===== src/rtl/aes_subshift_serial_if.sv =====
// Handshake bundle for the AES SubBytes + ShiftRows stage.
//   master : upstream/downstream side (drives in_valid, state_in, out_ready)
//   slave  : the stage itself (drives in_ready, out_valid, state_out, busy)
// Byte k of a state (k = 4*col + row) sits at bits [127-8k -: 8].
interface aes_subshift_serial_if;
  logic         in_valid;
  logic         in_ready;
  logic [127:0] state_in;
  logic         out_valid;
  logic         out_ready;
  logic [127:0] state_out;
  logic         busy;

  modport master (
    output in_valid, state_in, out_ready,
    input  in_ready, out_valid, state_out, busy
  );

  modport slave (
    input  in_valid, state_in, out_ready,
    output in_ready, out_valid, state_out, busy
  );
endinterface


===== src/rtl/aes_subshift_serial.sv =====
// Area-optimised AES SubBytes + ShiftRows stage. A 128-bit state is captured,
// its bytes are pushed through a shared computed S-box in index order, and the
// ShiftRows-permuted buffer is held on the output until downstream takes it.
//
// Ports:
//   clk    : clock, rising edge
//   rst_n  : asynchronous active-low reset
//   bus    : aes_subshift_serial_if.slave (in_valid/in_ready/state_in,
//            out_valid/out_ready/state_out, busy)
//
// Build option:
//   AES_SUBSHIFT_FOUR_SBOX_EN defined   : four S-boxes, 4 SUB cycles, 2-bit cnt
//   AES_SUBSHIFT_FOUR_SBOX_EN undefined : one S-box, 16 SUB cycles, 4-bit cnt
//
// state | meaning
// IDLE  | waiting for a block, in_ready high
// SUB   | substituting bytes, NSB per cycle
// DONE  | result held on state_out, out_valid high
module aes_subshift_serial (
  input logic                 clk,
  input logic                 rst_n,
  aes_subshift_serial_if.slave bus
);

`ifdef AES_SUBSHIFT_FOUR_SBOX_EN
  localparam int NSB = 4;
  localparam int CW  = 2;
`else
  localparam int NSB = 1;
  localparam int CW  = 4;
`endif

  localparam logic [CW-1:0] CNT_ONE = 1;

  typedef enum logic [1:0] {
    IDLE = 2'd0,
    SUB  = 2'd1,
    DONE = 2'd2
  } state_e;

  state_e               state_q, state_d;
  logic [CW-1:0]        cnt_q, cnt_d;
  // buf_q[15-k] is byte k, so the packed vector lines up with state_in bits.
  logic [15:0][7:0]     buf_q, buf_d;
  logic [15:0][7:0]     shifted;
  logic [3:0]           idx;

  function automatic logic [7:0] gf_mul(input logic [7:0] a, input logic [7:0] b);
    logic [7:0] p;
    logic [7:0] aa;
    p  = 8'h00;
    aa = a;
    for (int i = 0; i < 8; i++) begin
      if (b[i]) p = p ^ aa;
      aa = {aa[6:0], 1'b0} ^ (aa[7] ? 8'h1b : 8'h00);
    end
    return p;
  endfunction

  // x^254 == x^-1 in GF(2^8); 0 falls out as 0 with no special case.
  function automatic logic [7:0] gf_inv(input logic [7:0] x);
    logic [7:0] x2, x3, x6, x12, x15, x30, x60, x120, x240, x252;
    x2   = gf_mul(x, x);
    x3   = gf_mul(x2, x);
    x6   = gf_mul(x3, x3);
    x12  = gf_mul(x6, x6);
    x15  = gf_mul(x12, x3);
    x30  = gf_mul(x15, x15);
    x60  = gf_mul(x30, x30);
    x120 = gf_mul(x60, x60);
    x240 = gf_mul(x120, x120);
    x252 = gf_mul(x240, x12);
    return gf_mul(x252, x2);
  endfunction

  // Affine step: bit i XORs bits i, i+4..i+7 (mod 8), i.e. rotate-left 0..4.
  function automatic logic [7:0] sbox(input logic [7:0] x);
    logic [7:0] v;
    v = gf_inv(x);
    return v ^ {v[6:0], v[7]} ^ {v[5:0], v[7:6]} ^ {v[4:0], v[7:5]}
             ^ {v[3:0], v[7:4]} ^ 8'h63;
  endfunction

  always_ff @(posedge clk or negedge rst_n) begin
    if (!rst_n) begin
      state_q <= IDLE;
      cnt_q   <= '0;
      buf_q   <= '0;
    end else begin
      state_q <= state_d;
      cnt_q   <= cnt_d;
      buf_q   <= buf_d;
    end
  end

  always_comb begin
    state_d = state_q;
    cnt_d   = cnt_q;
    buf_d   = buf_q;
    idx     = '0;
    case (state_q)
      IDLE: begin
        if (bus.in_valid) begin
          buf_d   = bus.state_in;
          cnt_d   = '0;
          state_d = SUB;
        end
      end
      SUB: begin
        for (int j = 0; j < NSB; j++) begin
`ifdef AES_SUBSHIFT_FOUR_SBOX_EN
          idx = {cnt_q, 2'(j)};
`else
          idx = cnt_q;
`endif
          buf_d[4'd15 - idx] = sbox(buf_q[4'd15 - idx]);
        end
        cnt_d = cnt_q + CNT_ONE;
        if (cnt_q == '1) state_d = DONE;
      end
      DONE: begin
        if (bus.out_ready) state_d = IDLE;
      end
      default: state_d = IDLE;
    endcase
  end

  // out byte (4c+r) takes buffer byte 4*((c+r) mod 4)+r.
  for (genvar c = 0; c < 4; c++) begin : g_col
    for (genvar r = 0; r < 4; r++) begin : g_row
      assign shifted[15 - (4*c + r)] = buf_q[15 - (4*((c + r) % 4) + r)];
    end
  end

  assign bus.state_out = shifted;
  assign bus.in_ready  = (state_q == IDLE);
  assign bus.out_valid = (state_q == DONE);
  assign bus.busy      = (state_q == SUB) || (state_q == DONE);

endmodule

===== src/flat_wrapper.sv =====
// flat-port wrapper written by rule: the top's interface ports become plain ports
module aes_subshift_serial_flat 
  (clk, rst_n, bus_in_valid, bus_state_in, bus_out_ready, bus_in_ready, bus_out_valid, bus_state_out, bus_busy);
  aes_subshift_serial_if bus_i ();
  input logic clk;
  input logic rst_n;
  input wire logic [$bits(bus_i.in_valid)-1:0] bus_in_valid;
  input wire logic [$bits(bus_i.state_in)-1:0] bus_state_in;
  input wire logic [$bits(bus_i.out_ready)-1:0] bus_out_ready;
  output wire logic [$bits(bus_i.in_ready)-1:0] bus_in_ready;
  output wire logic [$bits(bus_i.out_valid)-1:0] bus_out_valid;
  output wire logic [$bits(bus_i.state_out)-1:0] bus_state_out;
  output wire logic [$bits(bus_i.busy)-1:0] bus_busy;
  assign bus_i.in_valid = bus_in_valid;
  assign bus_i.state_in = bus_state_in;
  assign bus_i.out_ready = bus_out_ready;
  assign bus_in_ready = bus_i.in_ready;
  assign bus_out_valid = bus_i.out_valid;
  assign bus_state_out = bus_i.state_out;
  assign bus_busy = bus_i.busy;
  aes_subshift_serial u_core (.clk(clk), .rst_n(rst_n), .bus(bus_i));
endmodule

===== config.mk =====
export PLATFORM = sky130hd
export DESIGN_NAME = aes_subshift_serial_flat
export DESIGN_NICKNAME = d
export VERILOG_FILES = /design/src/rtl/aes_subshift_serial_if.sv /design/src/rtl/aes_subshift_serial.sv /design/src/flat_wrapper.sv
export SDC_FILE = /design/constraint.sdc
export NUM_CORES = 1
export LEC_CHECK = 0
export ABC_AREA = 1
export CAP_MARGIN = 20
export CORE_MARGIN = 2
export CORE_UTILIZATION = 45
export DETAILED_ROUTE_END_ITERATION = 12
export PLACE_DENSITY = 0.72
export SYNTH_ARGS = -nofsm -noshare
export SYNTH_HDL_FRONTEND = slang
export SYNTH_SLANG_ARGS = --single-unit

===== constraint.sdc =====
create_clock -name clk -period 17.7 [get_ports clk]
set_clock_uncertainty 0.1 [all_clocks]
set_input_delay 5.31 -clock clk [delete_from_list [all_inputs] [get_ports clk]]
set_output_delay 5.31 -clock clk [all_outputs]
set_load 0.1 [all_outputs]

==> run metrics <==
run status=complete, no violations; Crit path top cell by count=nand2_1; Async SR Flop Fraction=100%; initial antenna violation count=9; Initial Utilization=45.5%; largest cells by area after synthesis=nand2_1 20%, dfrtp_1 12%, nand3_1 11%; placed instance count=5841; Hold Crit Depth=2; final hold viol count=0; clock latency on the worst-skew pair=0.44 ns; drt drc=0; initial drt markers=2965; critical path arrival=16.73 ns; Max Cap Violations=0; largest area contributor in the netlist=nand2_1; Detailed Routing Iterations Pass 1=9; Fmax=60.7 MHz; Critical Path RT=17.96 ns; core area=63000 µm²; Hold WC Path Type=reg2reg; gp weighted congestion=0.937; Area Overhead vs Synth=16.9%; EDFF count, synth=0; CTS Root Cell=clkbuf_16; DR vias/cell=5.36; Top FF cell, synth=dfrtp_1; TritonCTS clock tree=done; register area=3360 µm²; R2R depth=150; hpwl dp=74.6 mm; Core Rows=92; Synth Net Count=4957; Slowest Stage Delay on Critical Path=0.44 ns; post-synth top area share=20.1%; Finished Layout Cells=5961; Post-Syn Area=28600 µm²; largest net degree at the start of global routing=77; endpoint class of the critical path=register; die area=65600 µm²; Die Wd=256 µm; port bufs=262; share of layout cells above drive strength 1=24.8%; period utilization=93.0%; fin crit period=16.47 ns; total clock sinks=134; register area share after synthesis=11.7%; fillcell total=6310; r2r setup slk=1.23 ns; Routed Antenna Nets=0; final net count=5246; Max-slew headroom=22.2%; total CTS buffers=17; flops & latches, synth=134; WL/cell=16.7 µm; Avg Cell Area, Syn=5.95 µm²; Worst-path clk slew=0.07 ns; Netlist cell types=57; die height=256 µm; first-pass GRT wire length=151 mm; vias in the first global route=28253; slowest CP cell=dfrtp_2; Max Slew Vio Count=0; total congestion overflow=0; CP Launch Type=register; routed vias=31973; Setup Viol. Count Final=0; H-tree depth=4; Routed WL=99.7 mm; crit path kind=reg2reg; Syn Inst Count=4811; area of the multi-input gates=21800 µm²; Yosys Warn Count=0; crit-path max FO=26; All-Layer GR Usage=27.9%; Clock Tree Buf Depth=2; io pins=263; worst slew pin tran=1.16 ns
[registers in the layout, summed over array words and instances (netlist names)]
signal,cells
u_core.cnt_q,4
u_core.bus.state_out,128
u_core.state_q,2
[cell usage after synthesis (12+ instances only)]
library cell / n
buf_4: 20
buf_6: 29
nor2_1: 278
dfrtp_1: 134
a21oi_2: 31
ha_1: 14
xnor2_1: 27
buf_12: 15
nor2_2: 44
a21oi_1: 246
nand3b_1: 26
clkinv_1: 18
nand3_1: 657
nand2_1: 1533
nand4_1: 54
o21ai_1: 27
inv_2: 108
nand3_2: 126
a22oi_1: 16
nand3_4: 13
xor2_1: 48
nor2_4: 16
nand2_4: 193
inv_4: 20
nand2_2: 415
clkbuf_8: 24
nand2_8: 12
buf_8: 16
o21ai_0: 15
inv_6: 13
inv_1: 536
[metrics by stage]
stage	TNS (ns)	setup WS [ns]	util (%)	area [µm²]	hold WS [ns]
after floorplan	0	1.45	-	28600	0.378
after global placement	0	0.317	49.6	31200	0.408
after detailed placement	0	0.00900	49.6	31200	0.411
after CTS	0	0.0137	50.6	31900	0.427
after global routing	-1.03	-0.0574	53.1	33500	0.473
final	0	1.23	53.1	33500	0.426
[worst max-delay path: cells and delay by family (launching register included)]
family | cells | cell delay (ns)
AO/OA/AOI/OAI | 2 | 0.34
XOR/XNOR | 2 | 0.35
adder cells (fa/ha/maj) | 2 | 0.57
buffers and inverters | 26 | 2.62
flip-flops | 1 | 0.44
AND/OR/NAND/NOR | 118 | 11.85
[cell type report]
| cell class | instances | area share (%) |
|---|---|---|
| clock inverter | 12 | 0.438 |
| inverter | 699 | 8.41 |
| multi-input combinational | 3855 | 65.1 |
| timing repair buffer | 393 | 11.5 |
| clock buffer | 19 | 1.35 |
| sequential | 134 | 10.0 |
| tap | 846 | 3.16 |
| antenna | 3 | 0.0224 |
[repair_timing]
| action | in CTS | in global routing |
|---|---|---|
| buffers inserted | 2 | 76 |
| gates resized for setup | 1 | 173 |
| hold buffers | 0 | 0 |
| pin swaps | 1 | 50 |
| gates cloned | 0 | 8 |
| endpoints found under the setup margin | 32 | 128 |
[cells by family after synthesis]
logic type      after synthesis  share of synthesized area (%)
xor+xnor                     94                           3.53
fa+ha+maj                    14                          0.612
compound gates              359                           7.13
simple gates               3384                           62.1
buf+inv                     826                           14.9
flops                       134                           11.7
[layer usage]
metal / GRT usage (%) / share of wire, %
met5: 0 / 0.068
met1: 36.5 / 40
met4: 9.34 / 3.8
met2: 46.9 / 46
met3: 4.22 / 9.8
[path summary, 6_finish.rpt]
| kind | startpoint | endpoint |
|---|---|---|
| max | u_core.cnt_q[0] | u_core.bus.state_out[79] |
| min | u_core.state_q[1] | u_core.state_q[1] |
| max reg2reg | u_core.cnt_q[0] | u_core.bus.state_out[79] |
| min reg2reg | u_core.state_q[1] | u_core.state_q[1] |
| max in group asynchronous | rst_n | u_core.cnt_q[0] |
| min in group asynchronous | rst_n | u_core.bus.state_out[92] |
[cell usage in the layout (no fill, tap or decap), drive strengths merged]
master,count
or2,3
ha,14
dfrtp,134
clkinv,25
nand2b,3
nand4,55
xor2,62
a21oi,277
a21boi,3
buf,128
o211ai,4
o21ai,49
o21a,1
nand2,2157
bufinv,3
clkinvlp,2
nor3,3
o21bai,9
nor2,344
clkdlybuf4s50,260
inv,681
diode,3
nand3,796
a22oi,16
nand3b,27
clkbuf,24
xnor2,32
Power is left out: the tool's default activity adds up to more than one toggle a clock period on the data nets, which glitch-free logic cannot reach.
